`src/rtl/rv32_decode_stage.sv`:
```
// RV32I decode stage: one-entry pipeline register between fetch and execute.
// Decodes ALU fields, the sign-extended immediate and register indices, and flags illegal words.
module rv32_decode_stage #(
    parameter int unsigned     XLEN     = 32,
    parameter logic [XLEN-1:0] RESET_PC = '0
) (
    input  logic            clk,
    input  logic            rst,
    input  logic            if_valid,
    output logic            if_ready,
    input  logic [XLEN-1:0] if_pc,
    input  logic [31:0]     if_inst,
    input  logic            flush,
    output logic            ex_valid,
    input  logic            ex_ready,
    output logic [XLEN-1:0] ex_pc,
    output logic [4:0]      ex_opcode,
    output logic [2:0]      ex_func3,
    output logic            ex_func7,
    output logic [XLEN-1:0] ex_imm,
    output logic [4:0]      ex_rs1,
    output logic [4:0]      ex_rs2,
    output logic [4:0]      ex_rd,
    output logic            ex_illegal
);

    localparam logic [4:0] OP_LUI    = 5'b01101;
    localparam logic [4:0] OP_AUIPC  = 5'b00101;
    localparam logic [4:0] OP_JAL    = 5'b11011;
    localparam logic [4:0] OP_JALR   = 5'b11001;
    localparam logic [4:0] OP_BRANCH = 5'b11000;
    localparam logic [4:0] OP_LOAD   = 5'b00000;
    localparam logic [4:0] OP_STORE  = 5'b01000;
    localparam logic [4:0] OP_IMM    = 5'b00100;
    localparam logic [4:0] OP_OP     = 5'b01100;
    localparam logic [4:0] OP_FENCE  = 5'b00011;
    localparam logic [4:0] OP_SYSTEM = 5'b11100;

    typedef struct packed {
        logic [4:0]      opcode;
        logic [2:0]      func3;
        logic            func7;
        logic [XLEN-1:0] imm;
        logic [4:0]      rs1;
        logic [4:0]      rs2;
        logic [4:0]      rd;
        logic            illegal;
    } dec_t;

    dec_t       dec;
    dec_t       held;
    logic       accept;
    logic [31:0] i;
    logic [6:0]  f7;

    assign if_ready = !ex_valid || ex_ready;
    assign accept   = if_valid && if_ready;
    assign i        = if_inst;
    assign f7       = if_inst[31:25];

    always_comb begin
        dec         = '0;
        dec.opcode  = i[6:2];
        dec.func3   = i[14:12];
        dec.rd      = i[11:7];
        dec.rs1     = i[19:15];
        dec.illegal = (i[1:0] != 2'b11);
        case (i[6:2])
            OP_LUI, OP_AUIPC: begin
                dec.imm = {i[31:12], 12'b0};
                dec.rs1 = '0;
            end
            OP_JAL: begin
                dec.imm = {{11{i[31]}}, i[31], i[19:12], i[20], i[30:21], 1'b0};
                dec.rs1 = '0;
            end
            OP_JALR: begin
                dec.imm     = {{20{i[31]}}, i[31:20]};
                dec.illegal = dec.illegal || (i[14:12] != 3'b000);
            end
            OP_BRANCH: begin
                dec.imm     = {{19{i[31]}}, i[31], i[7], i[30:25], i[11:8], 1'b0};
                dec.rd      = '0;
                dec.rs2     = i[24:20];
                dec.illegal = dec.illegal || (i[14:12] == 3'b010) || (i[14:12] == 3'b011);
            end
            OP_LOAD: begin
                dec.imm     = {{20{i[31]}}, i[31:20]};
                dec.illegal = dec.illegal || (i[14:12] == 3'b011) || (i[14:13] == 2'b11);
            end
            OP_STORE: begin
                dec.imm     = {{20{i[31]}}, i[31:25], i[11:7]};
                dec.rd      = '0;
                dec.rs2     = i[24:20];
                dec.illegal = dec.illegal || (i[14:12] >= 3'b011);
            end
            OP_IMM: begin
                dec.imm = {{20{i[31]}}, i[31:20]};
                // only shifts carry an ALU qualifier; addi with a negative imm must not look like sub
                if (i[14:12] == 3'b001) begin
                    dec.func7   = i[30];
                    dec.illegal = dec.illegal || (f7 != 7'b0000000);
                end else if (i[14:12] == 3'b101) begin
                    dec.func7   = i[30];
                    dec.illegal = dec.illegal || !((f7 == 7'b0000000) || (f7 == 7'b0100000));
                end
            end
            OP_OP: begin
                dec.rs2     = i[24:20];
                dec.func7   = i[30];
                dec.illegal = dec.illegal || !((f7 == 7'b0000000) || (f7 == 7'b0100000))
                            || (i[30] && !((i[14:12] == 3'b000) || (i[14:12] == 3'b101)));
            end
            OP_FENCE, OP_SYSTEM: begin
                dec.imm = {{20{i[31]}}, i[31:20]};
            end
            default: dec.illegal = 1'b1;
        endcase
    end

    // rst beats flush, flush beats accept; data fields stay stale on flush/drain
    always_ff @(posedge clk) begin
        if (rst) begin
            ex_valid <= 1'b0;
            ex_pc    <= RESET_PC;
            held     <= '0;
        end else if (flush) begin
            ex_valid <= 1'b0;
        end else if (accept) begin
            ex_valid <= 1'b1;
            ex_pc    <= if_pc;
            held     <= dec;
        end else if (ex_ready) begin
            ex_valid <= 1'b0;
        end
    end

    assign ex_opcode  = held.opcode;
    assign ex_func3   = held.func3;
    assign ex_func7   = held.func7;
    assign ex_imm     = held.imm;
    assign ex_rs1     = held.rs1;
    assign ex_rs2     = held.rs2;
    assign ex_rd      = held.rd;
    assign ex_illegal = held.illegal;

endmodule

```
`config.mk`:
```
export PLATFORM = sky130hd
export DESIGN_NAME = rv32_decode_stage
export DESIGN_NICKNAME = d
export VERILOG_FILES = /design/src/rtl/rv32_decode_stage.sv
export SDC_FILE = /design/constraint.sdc
export NUM_CORES = 1
export LEC_CHECK = 0
export ABC_AREA = 1
export BUFFER_PORTS_ARGS = -buffer_cell sky130_fd_sc_hd__buf_2
export CORE_MARGIN = 3
export CORE_UTILIZATION = 49
export CTS_BUF_LIST = sky130_fd_sc_hd__clkbuf_2 sky130_fd_sc_hd__clkbuf_4 sky130_fd_sc_hd__clkbuf_8
export DETAILED_ROUTE_END_ITERATION = 12
export HOLD_SLACK_MARGIN = 0.15
export PLACE_DENSITY_LB_ADDON = 0.08
export SYNTH_ARGS = -nofsm -noshare
export SYNTH_HDL_FRONTEND = slang
export SYNTH_SLANG_ARGS = --single-unit
```
`constraint.sdc`:
```
create_clock -name clk -period 1.5 [get_ports clk]
set_clock_uncertainty 0.15 [all_clocks]
set_input_delay 0.3 -clock clk [delete_from_list [all_inputs] [get_ports clk]]
set_output_delay 0.3 -clock clk [all_outputs]
set_load 0.01 [all_outputs]
```
After elaboration in Yosys (flattened, before gate mapping)
Cells that the tools add are included.
{"block": "totals", "regBits": 90, "latch_bits": 0, "mem_bits_rw": 0, "rom_bits": 0, "in_bits": 69, "output_inout_bits": 91, "word_cells": 72, "n_memories": 0}
{"block": "op_classes", "n_addsub": 0, "mul": 0, "div": 0, "magnitude_cmp": 1, "n_eq_ne": 17, "shift": 0, "mux": 12, "bitwise": 1, "reduce_logical": 31}
{"cell": "$pmux 32 s5", "n": 1}
{"cell": "$eq 5x5->1 const B", "n": 4}
{"cell": "$eq 5x4->1 const B", "n": 3}
{"cell": "$mux 5", "n": 3}
{"cell": "$logic_or 1x1->1", "n": 12}
{"cell": "$eq 5x3->1 const B", "n": 2}
{"cell": "$reduce_or 5->1", "n": 2}
{"cell": "$eq 7x6->1 const B", "n": 1}
{"cell": "$logic_not 7->1", "n": 1}
{"cell": "$pmux 1 s7", "n": 1}
{"cell": "$reduce_bool 7->1", "n": 1}
{"cell": "$eq 3x2->1 const B", "n": 2}
{"cell": "$mux 1", "n": 6}
{"cell": "$reduce_or 2->1", "n": 3}
{"cell": "$reduce_or 3->1", "n": 2}
{"cell": "$eq 5x2->1 const B", "n": 1}
{"cell": "$logic_not 5->1", "n": 1}
{"cell": "$eq 3x1->1 const B", "n": 1}
{"cell": "$eq 3x3->1 const B", "n": 1}
{"cell": "$ge 3x2->1 const B", "n": 1}
{"cell": "$logic_not 1->1", "n": 3}
{"cell": "$logic_not 3->1", "n": 1}
{"cell": "$reduce_bool 3->1", "n": 1}
{"cell": "$eq 2x2->1 const B", "n": 1}
{"cell": "other kinds (6)", "n": 7}

Depth between registers and ports, before layout
Gate-level depths: netlist of run 1.
{"block": "logic_depth", "ltp_word": 7, "depth_mapped": 11, "ltp_nobuf": 10}

Worst setup path after synthesis of run 1
OpenSTA, ideal clock, no wires.
{"block": "synth_timing", "path_type": "flip-flop to flip-flop", "startpoint": "register ex_valid", "endpoint": "register ex_pc[29]", "setup_ns": 0.116, "arrival_time_ns": 1.209, "required_ns": 1.234, "path_slack_ns": 0.026, "path_stages_with_launch": 10, "path_buffers": 2, "period_less_slack_ns": 1.474, "path_cell_list": "dfxtp_1 > inv_1 > nor2_1 > inv_1 > nand2_2 > inv_2 > buf_2 > buf_2 > nor2_1 > nor2_1"}
{"block": "synth_via", "elab_chain_cells": 4}
{"item": "start: declaration", "line_no": "14", "text": "output logic ex_valid,"}
{"item": "start signal: assignment", "line_no": "124", "text": "ex_valid <= 1'b0;"}
{"item": "start signal: assignment", "line_no": "128", "text": "ex_valid <= 1'b0;"}
{"item": "start signal: assignment", "line_no": "130", "text": "ex_valid <= 1'b1;"}
{"item": "$logic_not 1->1", "line_no": "56", "text": "assign if_ready = !ex_valid || ex_ready;"}
{"item": "$logic_or 1x1->1", "line_no": "56"}
{"item": "named net if_ready", "line_no": "10", "text": "output logic if_ready,"}
{"item": "$logic_and 1x1->1", "line_no": "57", "text": "assign accept = if_valid && if_ready;"}
{"item": "$reduce_and 2->1 (no line)"}
{"item": "end signal: assignment", "line_no": "131", "text": "ex_pc <= if_pc;"}
{"item": "end: declaration", "line_no": "16", "text": "output logic [XLEN-1:0] ex_pc,"}
The timed path passes the listed nets, and every way through them passes these cells.
A chain may end at the register's enable or synchronous reset.

Final worst setup path of run 1
{"block": "layout_timing", "startpoint": "register ex_valid", "endpoint": "output if_ready"}
{"block": "layout_via", "elab_chain_cells": 2}
{"item": "$logic_not 1->1", "line_no": "56"}
{"item": "$logic_or 1x1->1", "line_no": "56"}
{"item": "end: declaration", "line_no": "10"}
Every way passes these cells.

==> results of run 1 <==
## synthesized netlist by cell type
| cell | count | share of area |
|---|---|---|
| nand3_1 | 19 | 0.025 |
| buf_1 | 2 | 0.0020 |
| buf_2 | 8 | 0.011 |
| o211ai_1 | 2 | 0.0039 |
| o21ai_1 | 2 | 0.0026 |
| o21ai_0 | 63 | 0.083 |
| inv_1 | 17 | 0.017 |
| a21oi_1 | 47 | 0.062 |
| a31oi_1 | 1 | 0.0016 |
| nand3_2 | 13 | 0.034 |
| buf_4 | 2 | 0.0039 |
| nor2_1 | 79 | 0.078 |
| clkbuf_1 | 19 | 0.019 |
| dfxtp_1 | 90 | 0.47 |
| nand4_1 | 1 | 0.0016 |
| nor2_4 | 1 | 0.0030 |
| a21oi_2 | 10 | 0.023 |
| inv_2 | 5 | 0.0049 |
| nor2_2 | 2 | 0.0033 |
| buf_6 | 1 | 0.0030 |
| nor3_1 | 3 | 0.0039 |
| a211oi_1 | 1 | 0.0020 |
| nand2_2 | 4 | 0.0066 |
| nand2_1 | 135 | 0.13 |
| clkinv_1 | 2 | 0.0020 |
## registers in the layout, indices dropped and copies added, names as in the netlist
| name | flops |
|---|---|
| ex_pc | 32 |
| ex_valid | 1 |
| ex_opcode | 5 |
| ex_func3 | 3 |
| ex_rs2 | 5 |
| ex_illegal | 1 |
| ex_rd | 5 |
| ex_rs1 | 5 |
| ex_func7 | 1 |
| ex_imm | 32 |
## worst max-delay path, delay by kind of cell, from the launching register on
kind / cells / cell delay [ns]
buffers and inverters: 3 / 0.22
DFF: 1 / 0.35
and+or+nand+nor: 1 / 0.09
## power by group through the flow
stage,logic (W),registers (W),clock network (W)
after detailed placement,0.000811,0.00262,0
after global placement,0.000796,0.00261,0
after CTS,0.000928,0.00256,0.00161
final,0.000960,0.00257,0.00159
after global routing,0.00105,0.00258,0.00173
after floorplan,0.000355,0.00268,0
## metal layers
| layer | routed length, um | global-route usage | share of wire |
|---|---|---|---|
| met1 | 4910 | 0.322 | 0.40 |
| met4 | 278 | 0.111 | 0.022 |
| met5 | 0 | 0 | 0 |
| met3 | 982 | 0.0665 | 0.079 |
| met2 | 6190 | 0.481 | 0.50 |
## cell families after synthesis
kind of cell	count (synthesis)	synth area share
simple gates	257	0.288
compound gates	126	0.178
flops	90	0.473
buf+inv	56	0.0617
## worst paths after layout
kind	from	slack, ns	to	cells past startpoint
worst max-delay path	ex_valid$_SDFFE_PP0P_	0.03	if_ready	4
worst min-delay path	if_inst[4]	0.18	ex_opcode[2]$_SDFFE_PP0P_	4
worst max register to register	ex_valid$_SDFFE_PP0P_	0.07	ex_func3[0]$_SDFFE_PP0P_	8
worst min register to register	ex_imm[4]$_SDFFE_PP0P_	0.31	ex_imm[4]$_SDFFE_PP0P_	2
## what timing repair did
item                                   in CTS  in global routing
resized for setup                           2                 18
endpoints found under the hold margin      57                  1
hold buffers                               56                  1
pin swaps                                   0                  3
setup endpoints to repair                   3                 56
buffers inserted                            0                  1
cloned                                      0                  1
## cells in the final DEF (no fill, tap or decap), drive strengths merged
| cell type | n |
|---|---|
| nor2 | 82 |
| nand4 | 1 |
| clkinvlp | 2 |
| nor3 | 3 |
| a211oi | 1 |
| buf | 199 |
| clkbuf | 10 |
| o211ai | 2 |
| clkinv | 3 |
| inv | 26 |
| dlygate4sd3 | 55 |
| nand2 | 139 |
| o21ai | 65 |
| a31oi | 1 |
| dfxtp | 90 |
| a21oi | 57 |
| dlymetal6s4s | 1 |
| nand3 | 32 |
## stage by stage
step,cells,hold WS [ns],TNS (ns)
after floorplan,529,0.228,0
after global placement,794,0.301,-5.36
after detailed placement,794,0.303,-7.63
after CTS,866,0.105,0
after global routing,868,0.176,-0.0390
final,868,0.179,0
## layout make-up
type | instances | area [um2]
Inverter | 24 | 92.6
Clock buffer | 9 | 124
Clock inverter | 7 | 57.6
Fill cell | 578 | 1650
Tap cell | 99 | 124
Sequential cell | 90 | 1800
Timing Repair Buffer | 256 | 1760
Multi-Input combinational cell | 383 | 1790
==> reports/results.txt, run 1 <==
Vias/cell - 5.03
Dpl hpwl - 8260 um
# H-tree levels - 3
Residual DRC - 0
GP Congestion - 0.888
Fmax achieved - 680 MHz
Final min period - 1.47 ns
Area of the core - 7410 um2
Initial core utilization - 0.515
Slew margin rel. - 0.699
Clock latency on the worst-skew pair - 0.36 ns
Min-Delay Path Class - input pin to flip-flop
Startpoint types - flip-flop
IO Port Bufs - 159
Sw frac - 0.298
IO Pins - 160
Ant diodes - 0
Post-synth cell types - 25
Seq pwr share - 0.502
Initial antenna violation count - 0
CP peak stage delay - 0.35 ns
CP Class - flip-flop to output pin
Max-slew violations - 0
Power Internal - 0.00359 W
Root buffer cell - clkbuf_8
Die Wd - 94.2 um
Power, Total - 0.00511 W
WL per Instance - 14.2 um
Comb pwr share - 0.188
#FFs+latches synth - 90
Static leakage - 2.86 nW
Crit path cell chain - inv_2 > nor2_2 > inv_2 > buf_6
Power per cell area - 888 nW/um2
Syn Area/Cell - 7.21 um2
Routed vias - 4370
Final nets - 833
Register area share after synthesis - 0.473
Drt total wl - 12400 um
Global-route wire length before repair - 19200 um
Clk buf depth - 2
GR Overflow Total - 0
Crit path top cell by count - inv_2
CP endpoint kind - output pin
Largest net degree at the start of global routing - 54
Critical path arrival - 1.02 ns
Clk pwr share - 0.310
Design area - 5760 um2
Maximum VDD drop - 0.524 mV
Layout Utilization - 0.777
First drt pass iteration count - 6
Worst-Margin Slew - 0.451 ns
Sink Count - 90
Initial DRC count - 199
Crit path max fanout - 3
Reg clk slew, reported paths - 0.10 ns
PnR worst setup slack - 0.0299 ns
Sw Pwr - 0.00153 W
Final period utilization - 0.980
Setup Viol. Count Final - 0
Syn Inst Count - 529
Syn Nets - 598
Die area - 8870 um2
Synth warn - 0
Slowest-stage cell, CP - dfxtp_2
Max-Cap Viols - 0
Die Ht - 94.2 um
Area delta synth->final - 51.0%
Gr usage total - 0.275
Placed inst area - 4940 um2
Row Count - 31
Pre-CTS setup slack - -0.244 ns
Required time worst endpoint - 1.05 ns
Share of layout cells above drive strength 1 - 0.337
Number of global-route vias before repair - 4104
Outcome - completed
Final Hold Viols - 0
CTS tree - done
Unrepaired setup endpoints after global routing - true
Post-route ant nets - 0
Post-synthesis cell area - 3810 um2
Num CTS Buffers - 9
Note: power is estimated with default switching activity, not from simulation.
==> inputs of run 2 (changes only) <==
--- a/config.mk
+++ b/config.mk
@@ -5,7 +5,6 @@
 export SDC_FILE = /design/constraint.sdc
 export NUM_CORES = 1
 export LEC_CHECK = 0
-export ABC_AREA = 1
 export BUFFER_PORTS_ARGS = -buffer_cell sky130_fd_sc_hd__buf_2
 export CORE_MARGIN = 3
 export CORE_UTILIZATION = 49
==> run 2 against run 1 <==
The run now ends with negative setup slack left. Power grew 6.2%. Critical path depth rose by 4. Cell area is 13% higher. Non-clock buffer count is 30 higher. First-iteration DRC count is 130% higher. Fmax fell by 16%. Clock power is 5% higher. Critical endpoint is now ex_pc[19]$_SDFFE_PP0P_.
==> reports/results.txt, run 2 <==
Outcome - finished with violations
Failing checks - negative setup slack
Post-synthesis cell area - 3710 um2
Non-Filler Instances - 831
Initial core utilization - 0.509
Multi-input gate area in the final layout - 2240 um2
Required time worst endpoint - 1.67 ns
Syn Area/Cell - 7.99 um2
CP peak stage delay - 0.33 ns
R2r worst-path depth - 8
Maximum VDD drop - 0.569 mV
Sw Pwr - 0.00174 W
Hold EP - ex_opcode[1]$_SDFFE_PP0P_
Final Hold Viols - 0
Count leader, synth - nand2_1
Gr usage total - 0.315
# H-tree levels - 3
First drt pass iteration count - 6
Synth top area share - 0.485
Clock latency on the worst-skew pair - 0.36 ns
Vias/cell - 6.01
Initial DRC count - 464
Die Wd - 93.1 um
Combinational family with the most area after synthesis - simple AND/OR/NAND/NOR gates
WL per Instance - 22.0 um
Syn Inst Count - 465
Number of global-route vias before repair - 4481
Row Count - 31
Area delta synth->final - 74.7%
Most frequent cells after synthesis - nand2_1 (122), dfxtp_1 (90), a21oi_1 (68)
Crit path cell chain - nor2b_4 > buf_6 > nor3b_4 > buf_6 > buf_6 > buf_16 > nand2_2 > a21oi_2
Crit path max-delay family - buffers and inverters
Post-synth cell types - 50
Hold Path Stages - 4
Reg-to-Reg End - ex_pc[19]$_SDFFE_PP0P_
Root buffer cell - clkbuf_8
Post-synthesis simple-gate area fraction - 0.246
Final nets - 796
Setup Viol. Count Final - 86
Static leakage - 2.85 nW
Synth Area in Adders - 0
Slew margin rel. - 0.694
Sw frac - 0.320
Die area - 8660 um2
Seq pwr share - 0.469
Clk buf depth - 2
Unrepaired setup endpoints after global routing - true
#FFs+latches synth - 90
Final period utilization - 1.16
Min-Delay Path Class - input pin to flip-flop
Drt total wl - 18300 um
Worst R2R Start - ex_valid$_SDFFE_PP0P_
Yosys top cell by area - dfxtp_1
Crit path max fanout - 6
Fmax achieved - 573 MHz
Flop-to-flop setup slack - -0.24 ns
Top_reg_cell synth - dfxtp_1
TNS Setup - -10.20 ns
Comb pwr share - 0.224
Die Ht - 93.1 um
Clk pwr share - 0.307
PnR worst setup slack - -0.244 ns
Post-synthesis compound-gate area fraction - 0.219
Hold Startpoint - if_inst[3]
Global-route wire length before repair - 21600 um
Post-synth EDFFs - 0
Max-slew violations - 0
Residual DRC - 0
Area of the core - 7290 um2
CP Class - flip-flop to flip-flop
FF/Latch Area - 1800 um2
Fill cells - 323
Synth warn - 0
Fin Hold WS - 0.172 ns
Post-Synth XOR/XNOR Area - 0.00472
Initial antenna violation count - 0
Layout Utilization - 0.890
Critical path arrival - 1.91 ns
GP Congestion - 0.859
Syn Nets - 534
Most common cell after layout, fill and taps aside - buf_2
Most frequent cells in the layout - buf_2 (155), dfxtp_1 (89), nand2_1 (86)
Slowest-stage cell, CP - dfxtp_2
Sink Count - 90
Register area share after synthesis - 0.485
CTS tree - done
Power Internal - 0.00369 W
Routed vias - 4994
GR Overflow Total - 0
Reg clk slew, reported paths - 0.11 ns
CP endpoint kind - flip-flop
Synth area leaders - dfxtp_1 (49%), nand2_1 (12%), a21oi_1 (9.2%)
Post-route ant nets - 0
Num CTS Buffers - 9
Multiplexer share of the synthesized area - 0
Share of layout cells above drive strength 1 - 0.497
Power per cell area - 837 nW/um2
Final min period - 1.74 ns
Startpoint types - flip-flop
Max-Cap Viols - 0
Dpl hpwl - 8510 um
Dpl cells - 752
Worst-Margin Slew - 0.456 ns
Largest net degree at the start of global routing - 25
IO Pins - 160
Critical path buffers and inverters - 4
Power, Total - 0.00543 W
Async S/R FF share, synth - 0
Ant diodes - 0
IO Port Bufs - 159
Crit path top cell by count - buf_6
## run 2: cell count changes after synthesis, moves of 5 or more
| cell | before | now |
|---|---|---|
| nor2_1 | 79 | 31 |
| o21ai_0 | 63 | 19 |
| a21oi_1 | 47 | 68 |
| a22oi_1 | 0 | 15 |
| inv_1 | 17 | 3 |
| nand2_1 | 135 | 122 |
| nand3_2 | 13 | 0 |
| a211oi_1 | 1 | 11 |
| a21oi_2 | 10 | 2 |
| nand3_1 | 19 | 12 |
| nand2b_1 | 0 | 6 |
| buf_2 | 8 | 13 |
| inv_2 | 5 | 0 |
## run 2: metal layers
layer	up-vias	global-route usage	routed length, um
li1	2133	-	-
met1	2349	0.351	6370
met2	383	0.578	8600
met3	129	0.0764	2020
met4	0	0.117	1270
met5	-	0	0
## run 2: metrics by stage
step / worst slack, ns / cell area, um2
6_report: -0.244 / 6490
3_3_place_gp: -0.499 / 5090
3_5_place_dp: -0.592 / 5090
5_1_grt: -0.333 / 6490
2_1_floorplan: -0.329 / 3900
4_1_cts: -0.128 / 5970
## run 2: logic make-up after synthesis
logic type,after synthesis
xor+xnor,2
flops,90
simple gates,202
buf+inv,38
compound gates,133
## run 2: layout make-up
class,instances,share of cell area
multi-input combinational,337,0.346
timing repair buffer,286,0.326
sequential,90,0.278
clock buffer,9,0.0191
tap,99,0.0191
clock inverter,7,0.0106
inverter,3,0.00174
## run 2: worst max-delay path by stage
stage	from	to	slack, ns	cells after the start
final	ex_valid$_SDFFE_PP0P_	ex_pc[19]$_SDFFE_PP0P_	-0.24	8
after global routing	ex_valid$_SDFFE_PP0P_	ex_pc[29]$_SDFFE_PP0P_	-0.33	7
after CTS	if_inst[31]	ex_illegal$_SDFFE_PP0P_	-0.13	6
after detailed placement	if_inst[31]	ex_illegal$_SDFFE_PP0P_	-0.59	6
after global placement	if_inst[31]	ex_illegal$_SDFFE_PP0P_	-0.50	6
after floorplan	if_inst[31]	ex_illegal$_SDFFE_PP0P_	-0.33	5
## run 2: repair_timing
| item | 4_1_cts | 5_1_grt |
|---|---|---|
| gates resized for setup | 21 | 127 |
| hold buffers | 51 | 0 |
| endpoints found under the setup margin | 84 | 91 |
| setup buffers | 1 | 6 |
| endpoints found under the hold margin | 64 | 0 |
| pin swaps | 12 | 72 |
| gates cloned | 3 | 5 |
## run 2: power by group through the flow
stage,logic (W),clock network (W),registers (W)
2_1_floorplan,0.000372,0,0.00262
3_3_place_gp,0.000799,0,0.00258
3_5_place_dp,0.000813,0,0.00258
4_1_cts,0.000973,0.00163,0.00252
5_1_grt,0.00128,0.00175,0.00255
6_report,0.00122,0.00167,0.00255
## run 2: worst register-to-register path, cell delays in order (launching register included)
cell and delay [ns]:
dfxtp_2 0.33, nor2b_4 0.13, buf_6 0.11, nor3b_4 0.25
buf_6 0.20, buf_6 0.14, buf_16 0.13, nand2_2 0.12
a21oi_2 0.14
